<file path="src/rtl/gpu_pipe_pkg.sv">
// Shared helpers for GPU stage controllers: width function and stage control encodings.
package gpu_pipe_pkg;

  localparam logic [1:0] CTL_RUN   = 2'd0;
  localparam logic [1:0] CTL_STALL = 2'd1;
  localparam logic [1:0] CTL_FLUSH = 2'd2;

  function automatic int clog2(input int n);
    int r;
    r = 0;
    for (int i = 0; i < 31; i++)
      if ((1 << i) < n) r = i + 1;
    return r;
  endfunction

endpackage

</file>
<file path="src/rtl/pipeline_flow_ctrl_stage.sv">
// One pipeline stage: valid bit plus sideband tag, loaded on enable, cleared by flush.
module pipe_stage_reg #(
  parameter int TAG_W = 8
) (
  input  logic             i_clk,
  input  logic             i_rst_n,
  input  logic             i_en,
  input  logic             i_flush,
  input  logic             i_vld,
  input  logic [TAG_W-1:0] i_tag,
  output logic             o_vld,
  output logic [TAG_W-1:0] o_tag
);

  // Flush only drops validity; tags stay stale until the next load.
  always_ff @(posedge i_clk or negedge i_rst_n) begin
    if (!i_rst_n) begin
      o_vld <= 1'b0;
      o_tag <= '0;
    end else if (i_flush) begin
      o_vld <= 1'b0;
    end else if (i_en) begin
      o_vld <= i_vld;
      o_tag <= i_tag;
    end
  end

endmodule

</file>
<file path="src/rtl/pipeline_flow_ctrl.sv">
// Valid/ready controller for DEPTH datapath stages: bubble collapse, backpressure, flush, occupancy.
module pipeline_flow_ctrl
  import gpu_pipe_pkg::*;
#(
  parameter  int DEPTH = 4,
  parameter  int TAG_W = 8,
  localparam int CNT_W = clog2(DEPTH + 1)
) (
  input  logic             i_clk,
  input  logic             i_rst_n,
  input  logic             i_valid,
  input  logic [TAG_W-1:0] i_tag,
  output logic             o_in_ready,
  output logic             o_valid,
  output logic [TAG_W-1:0] o_tag,
  input  logic             i_ready,
  input  logic             i_flush,
  output logic [DEPTH-1:0] o_stage_en,
  output logic [CNT_W-1:0] o_count,
  output logic             o_idle
);

  // Index 0 is the upstream input; index g+1 is the output of stage g.
  logic [DEPTH:0]            vld_chain;
  logic [DEPTH:0][TAG_W-1:0] tag_chain;
  logic [DEPTH-1:0]          adv;
  logic [1:0]                ctl;
  logic [CNT_W-1:0]          cnt;
  logic                      in_xfer, out_xfer;

  assign vld_chain[0] = i_valid;
  assign tag_chain[0] = i_tag;

  for (genvar g = 0; g < DEPTH; g++) begin : g_stage
    // A stage moves when any stage at or ahead of it has a hole, or the sink accepts.
    assign adv[g] = i_ready | ~(&vld_chain[DEPTH:g+1]);

    pipe_stage_reg #(.TAG_W(TAG_W)) u_stage (
      .i_clk   (i_clk),
      .i_rst_n (i_rst_n),
      .i_en    (o_stage_en[g]),
      .i_flush (i_flush),
      .i_vld   (vld_chain[g]),
      .i_tag   (tag_chain[g]),
      .o_vld   (vld_chain[g+1]),
      .o_tag   (tag_chain[g+1])
    );
  end

  always_comb begin
    ctl = CTL_RUN;
    if (i_flush)      ctl = CTL_FLUSH;
    else if (!adv[0]) ctl = CTL_STALL;
  end

  assign o_in_ready = i_rst_n & (ctl == CTL_RUN);
  assign o_valid    = vld_chain[DEPTH] & ~i_flush;
  assign o_tag      = tag_chain[DEPTH];
  assign o_stage_en = adv & {DEPTH{~i_flush & i_rst_n}};
  assign in_xfer    = i_valid & o_in_ready;
  assign out_xfer   = o_valid & i_ready;

  always_ff @(posedge i_clk or negedge i_rst_n) begin
    if (!i_rst_n)                cnt <= '0;
    else if (ctl == CTL_FLUSH)   cnt <= '0;
    else                         cnt <= cnt + CNT_W'(in_xfer) - CNT_W'(out_xfer);
  end

  assign o_count = cnt;
  assign o_idle  = (cnt == '0);

  a_count_matches_valid: assert property (@(posedge i_clk) disable iff (!i_rst_n)
    (32'(cnt) == $countones(vld_chain[DEPTH:1])) && (32'(cnt) <= DEPTH));

endmodule

</file>
<file path="config.mk">
export PLATFORM = sky130hd
export DESIGN_NAME = pipeline_flow_ctrl
export DESIGN_NICKNAME = d
export VERILOG_FILES = /design/src/rtl/gpu_pipe_pkg.sv /design/src/rtl/pipeline_flow_ctrl_stage.sv /design/src/rtl/pipeline_flow_ctrl.sv
export SDC_FILE = /design/constraint.sdc
export NUM_CORES = 1
export LEC_CHECK = 0
export ABC_AREA = 1
export BUFFER_PORTS_ARGS = -buffer_cell sky130_fd_sc_hd__buf_2
export CELL_PAD_IN_SITES_DETAIL_PLACEMENT = 2
export CELL_PAD_IN_SITES_GLOBAL_PLACEMENT = 2
export CORE_MARGIN = 10
export CORE_UTILIZATION = 32
export DETAILED_ROUTE_END_ITERATION = 16
export PLACE_DENSITY = 0.86
export SETUP_SLACK_MARGIN = 0.1
export SYNTH_ARGS = -nofsm -noshare
export SYNTH_HDL_FRONTEND = slang
export SYNTH_SLANG_ARGS = --single-unit
</file>
<file path="constraint.sdc">
create_clock -name i_clk -period 2.3 [get_ports i_clk]
set_input_delay 0 -clock i_clk [delete_from_list [all_inputs] [get_ports i_clk]]
set_output_delay 0 -clock i_clk [all_outputs]
set_load 0.005 [all_outputs]
</file>
* After elaboration in Yosys (flattened, before gate mapping) *
Cells that the tools add are included.
W data, S select, Z words.

word-level totals
  register bits = 39
  input bits = 13
  logic and storage cells = 51

cells by class
  bitwise operators = 15
  mux-type cells = 11
  equal/unequal tests = 1
  $add $sub $neg = 2
  reductions and logical operators = 13

operators with widths
  cell                  number
  $reduce_and A2 Y1     5
  $mux W1               9
  $reduce_bool A2 Y1    4
  $and A1 B1 Y1         5
  $not A1 Y1            5
  $and A4 B4 Y4         1
  $or A1 B1 Y1          4
  $reduce_and A4 Y1     1
  $add A3 B1 Y3         1
  $logic_not A3 Y1      1
  $mux W3               1
  $reduce_and A3 Y1     1
  $sub A3 B1 Y3         1
  $eq A2 B2 Y1 const B  1
  $logic_not A2 Y1      1
  $mux W2               1

* Logic depth before layout (Yosys ltp) *
  word-level depth = 11
  gate-level depth with buffers = 12
  depth with buffers taken out = 12

* Modules after synthesis *
A second synthesis with hierarchy kept.

second synthesis, totals
  cell total of the unflattened synthesis = 199
  area total of the unflattened synthesis = 1,722.9 µm²

modules (own cells, without submodules)
  module              cells each  instances  sequential area each (µm²)  area each (µm²)
  pipe_stage_reg      40          4          225.2                       362.8
  pipeline_flow_ctrl  39          1          75.1                        271.5

* Least setup slack after synthesis *
No wires, ideal clock.

  path kind = reg2reg
  start point = reg g_stage[2].u_stage.o_vld
  end point = reg cnt[2], in the netlist o_count[2]
  clock period less this slack = 1.875 ns
  stages on the path, launching flop included = 13
  arrival = 1.756 ns
  slack = 0.425 ns
  buffers on the path = 0
  setup time = 0.119 ns
  cells stage by stage = dfrtp_1 > nand2_1 > nor2_1 > nand2_2 > nand3_1 > ha_1 > inv_1 > ha_1 > fa_1 > inv_1 > nand3_1 > nand2_1 > nor2_1

between the ends
  word-level cells in the longest chain between the ends = 11
  elaborated cells between the ends (all ways) = 12

RTL lines
  element                 RTL line                        text
  from (decl)             pipeline_flow_ctrl_stage.sv:11  output logic o_vld,
  from (signal assigned)  pipeline_flow_ctrl_stage.sv:23  o_vld <= i_vld;
  $reduce_and A4 Y1 (*)   pipeline_flow_ctrl.sv:36        assign adv[g] = i_ready | ~(&vld_chain[DEPTH:g+1]);
  $not A1 Y1 (*)          pipeline_flow_ctrl.sv:36
  $or A1 B1 Y1 (*)        pipeline_flow_ctrl.sv:36
  $mux W1 (*)             pipeline_flow_ctrl.sv:53        else if (!adv[0]) ctl = CTL_STALL;
  $mux W2 (*)             pipeline_flow_ctrl.sv:52        if (i_flush) ctl = CTL_FLUSH;
  $logic_not A2 Y1        pipeline_flow_ctrl.sv:56        assign o_in_ready = i_rst_n & (ctl == CTL_RUN);
  $and A1 B1 Y1           pipeline_flow_ctrl.sv:56
  $and A1 B1 Y1           pipeline_flow_ctrl.sv:60        assign in_xfer = i_valid & o_in_ready;
  $add A3 B1 Y3           pipeline_flow_ctrl.sv:66        else cnt <= cnt + CNT_W'(in_xfer) - CNT_W'(out_xfer);
  $sub A3 B1 Y3           pipeline_flow_ctrl.sv:66
  $mux W3 (*)             pipeline_flow_ctrl.sv:65        else if (ctl == CTL_FLUSH) cnt <= '0;
  to (signal assigned)    pipeline_flow_ctrl.sv:66
  to (decl)               pipeline_flow_ctrl.sv:28        logic [CNT_W-1:0] cnt;

Mark *: on every way between the ends. The rest lies on a longest branch, timed or not.
A chain may end at the register's enable or synchronous reset.

* Worst setup path in the final report *
Same ends and word-level chain as after synthesis.

==> flow_metrics.tcl <==
set metrics [dict create \
    routedWlPerCell_um 13.4 \
    timing.rr.start "g_stage[2].u_stage.o_vld$_DFFE_PN0P_" \
    area_growth_pct 24.8 \
    maxCapViolations 0 \
    grt-ovfl-total 0 \
    diodes 0 \
    netlist_instances 194 \
    clock_sinks 39 \
    vias 1372 \
    place_inst 289 \
    synth_area_sq_um 1710 \
    yosysWarnings 0 \
    tightest_slew_ps 490 \
    min_path_type "in -> reg" \
    finalNonFillerCells 309 \
    dp_hpwl_mm 3.05 \
    setup_tns_ps 0 \
    cp-end-kind "flip-flop" \
    ys.flop_type "dfrtp_1" \
    viasPerCell 4.44 \
    layout-drive-gt1-share_pct 21.3 \
    boundaryPins 31 \
    critPathKind "reg -> reg" \
    powerDensity_nw_per_um2 795 \
    ys_top_cells_by_area "dfrtp_1 57%, nand2_1 18%, nand3_1 6.2%" \
    slew_violations 0 \
    synth_top_area_share_pct 57.2 \
    worstPathArrival_ps 2100 \
    synth_top_cell_by_area "dfrtp_1" \
    initialDrtViolationCount 31 \
    crit_required_ps 2480 \
    crit_start "g_stage[2].u_stage.o_vld$_DFFE_PN0P_" \
    setup_viol 0 \
    whs_path_depth 5 \
    synth_common_cells "84 x nand2_1, 39 x dfrtp_1, 21 x nand3_1" \
    drc 0 \
    ant_nets 0 \
    core_area_sq_um 5140 \
    grt_usage_pct 10.5 \
    min_to "g_stage[0].u_stage.o_vld$_DFFE_PN0P_" \
    post-route-util_pct 41.4 \
    start_util_pct 33.2 \
    cts_buffers 5 \
    critPathLaunchType "flip-flop" \
    grt_max_degree 40 \
    stdcell_area_sq_um 2130 \
    antenna_found_initial 0 \
    path_clk_slew_ps 70 \
    cts_max_path_buffers 2 \
    r2r_end "o_count[2]$_DFF_PN0_" \
    rsz0062_at_grt "false" \
    rrSetupSlack_ps 380 \
    clockRootBuffer "clkbuf_8" \
    hold_start "i_ready" \
    die_width_um 93 \
    globalplace.congestion 0.682 \
    ys_seq_elements 39 \
    setup_slack_ps 381 \
    num_rows 26 \
    period_share_pct 83.4 \
    firstDrtPassIters 4 \
    grt_pass1_vias 1536 \
    p_leak_nw 1.19 \
    finalCriticalPeriod_ps 1920 \
    fmax_mhz 521 \
    synth-seq-area-share_pct 57.2 \
    total_power_mw 1.69 \
    h-tree-depth 2 \
    post-place-ws_ps 216 \
    die-area_sq_um 8650 \
    placed_area_sq_um 1900 \
    wl_mm 4.14 \
    holdWs_ps 149 \
    hold_violations 0 \
    fin_nets 254 \
    grt_pass1_wl_mm 7.38 \
    cts_tree "built" \
    synth_edf_count 0 \
    peakVddDrop_mv 0.292 \
    avgSynthCellArea_sq_um 8.79 \
    clk_latency_ps 290 \
    port_buffers 30 \
    yosysUniqueCellTypes 23 \
    slew_headroom_pct 67.4 \
    critPathMaxFanout 4 \
    synth_nets 210 \
    synth_most_common_cell "nand2_1" \
    die_h_um 93 \
    skew_ps 5.46 \
    status "complete, no violations" \
    async_flop_share_pct 100 \
    reg2reg_depth 12 \
]
[layer usage]
| metal | part of all wire [%] | vias up | track usage (%) |
|---|---|---|---|
| met2 | 50 | 25 | 18.3 |
| met1 | 45 | 659 | 11.9 |
| met5 | 0 | - | 0 |
| li1 | - | 683 | - |
| met4 | 1.9 | 0 | 5.01 |
| met3 | 3.5 | 5 | 2.24 |
[critical path: stages, from the launching register on]
cell     delay, ps
dfrtp_1        410
nand2_1         70
nor2_1          60
nand2_2         60
nand3_1         90
ha_1           290
inv_1           40
ha_1           190
fa_1           360
inv_1           80
nand3_1         70
nand2_1         60
nor2_1          40
[placed cells by master (no fill, tap or decap), drive strengths merged, types with 3 or more instances in the layout]
master / Yosys / final
buf: 7 / 34
clkinv: 1 / 3
o21ai: 5 / 5
nor2: 7 / 7
nand3: 21 / 21
dfrtp: 39 / 39
dlygate4sd3: 0 / 11
inv: 16 / 16
nand2: 89 / 89
clkbuf: 1 / 5
[sequential cells by signal (all words and copies together), names as in the netlist]
| register | count |
|---|---|
| g_stage.u_stage.o_tag | 32 |
| g_stage.u_stage.o_vld | 4 |
| o_count | 3 |
[repair_timing]
| action | 4_1_cts | 5_1_grt |
|---|---|---|
| endpoints found under the setup margin | 0 | 1 |
| hold buffers | 11 | 0 |
| setup buffers | 0 | 1 |
| endpoints found under the hold margin | 50 | 0 |
| gates resized for setup | 0 | 0 |
[power breakdown]
group / internal [mW] / total, mW / switching [mW]
logic: 0.118 / 0.270 / 0.152
clock network: 0.323 / 0.566 / 0.243
registers: 0.795 / 0.855 / 0.0598
[cell type report]
class                      instances  area, sq um
clock inverter                     3         43.8
multi-input combinational        130          598
timing repair buffer              45          290
clock buffer                       5         68.8
sequential                        39          976
tap                               70         87.6
inverter                          17         63.8
fill                             619         3010
[worst max path at each step]
stage / endpoint / cells past startpoint
after floorplan: o_count[2]$_DFF_PN0_ / 12
after global placement: o_count[2]$_DFF_PN0_ / 12
after detailed placement: o_count[2]$_DFF_PN0_ / 12
after CTS: o_count[2]$_DFF_PN0_ / 12
after global routing: o_count[2]$_DFF_PN0_ / 12
final: o_count[2]$_DFF_PN0_ / 12
[kinds of logic after synthesis]
group	synth area share [%]
buffers and inverters	7.70
adders and majority gates	2.64
and+or+nand+nor	30.2
AOI/OAI and AO/OA	2.27
DFF	57.2
No activity file was read; power rests on OpenSTA's default activity.
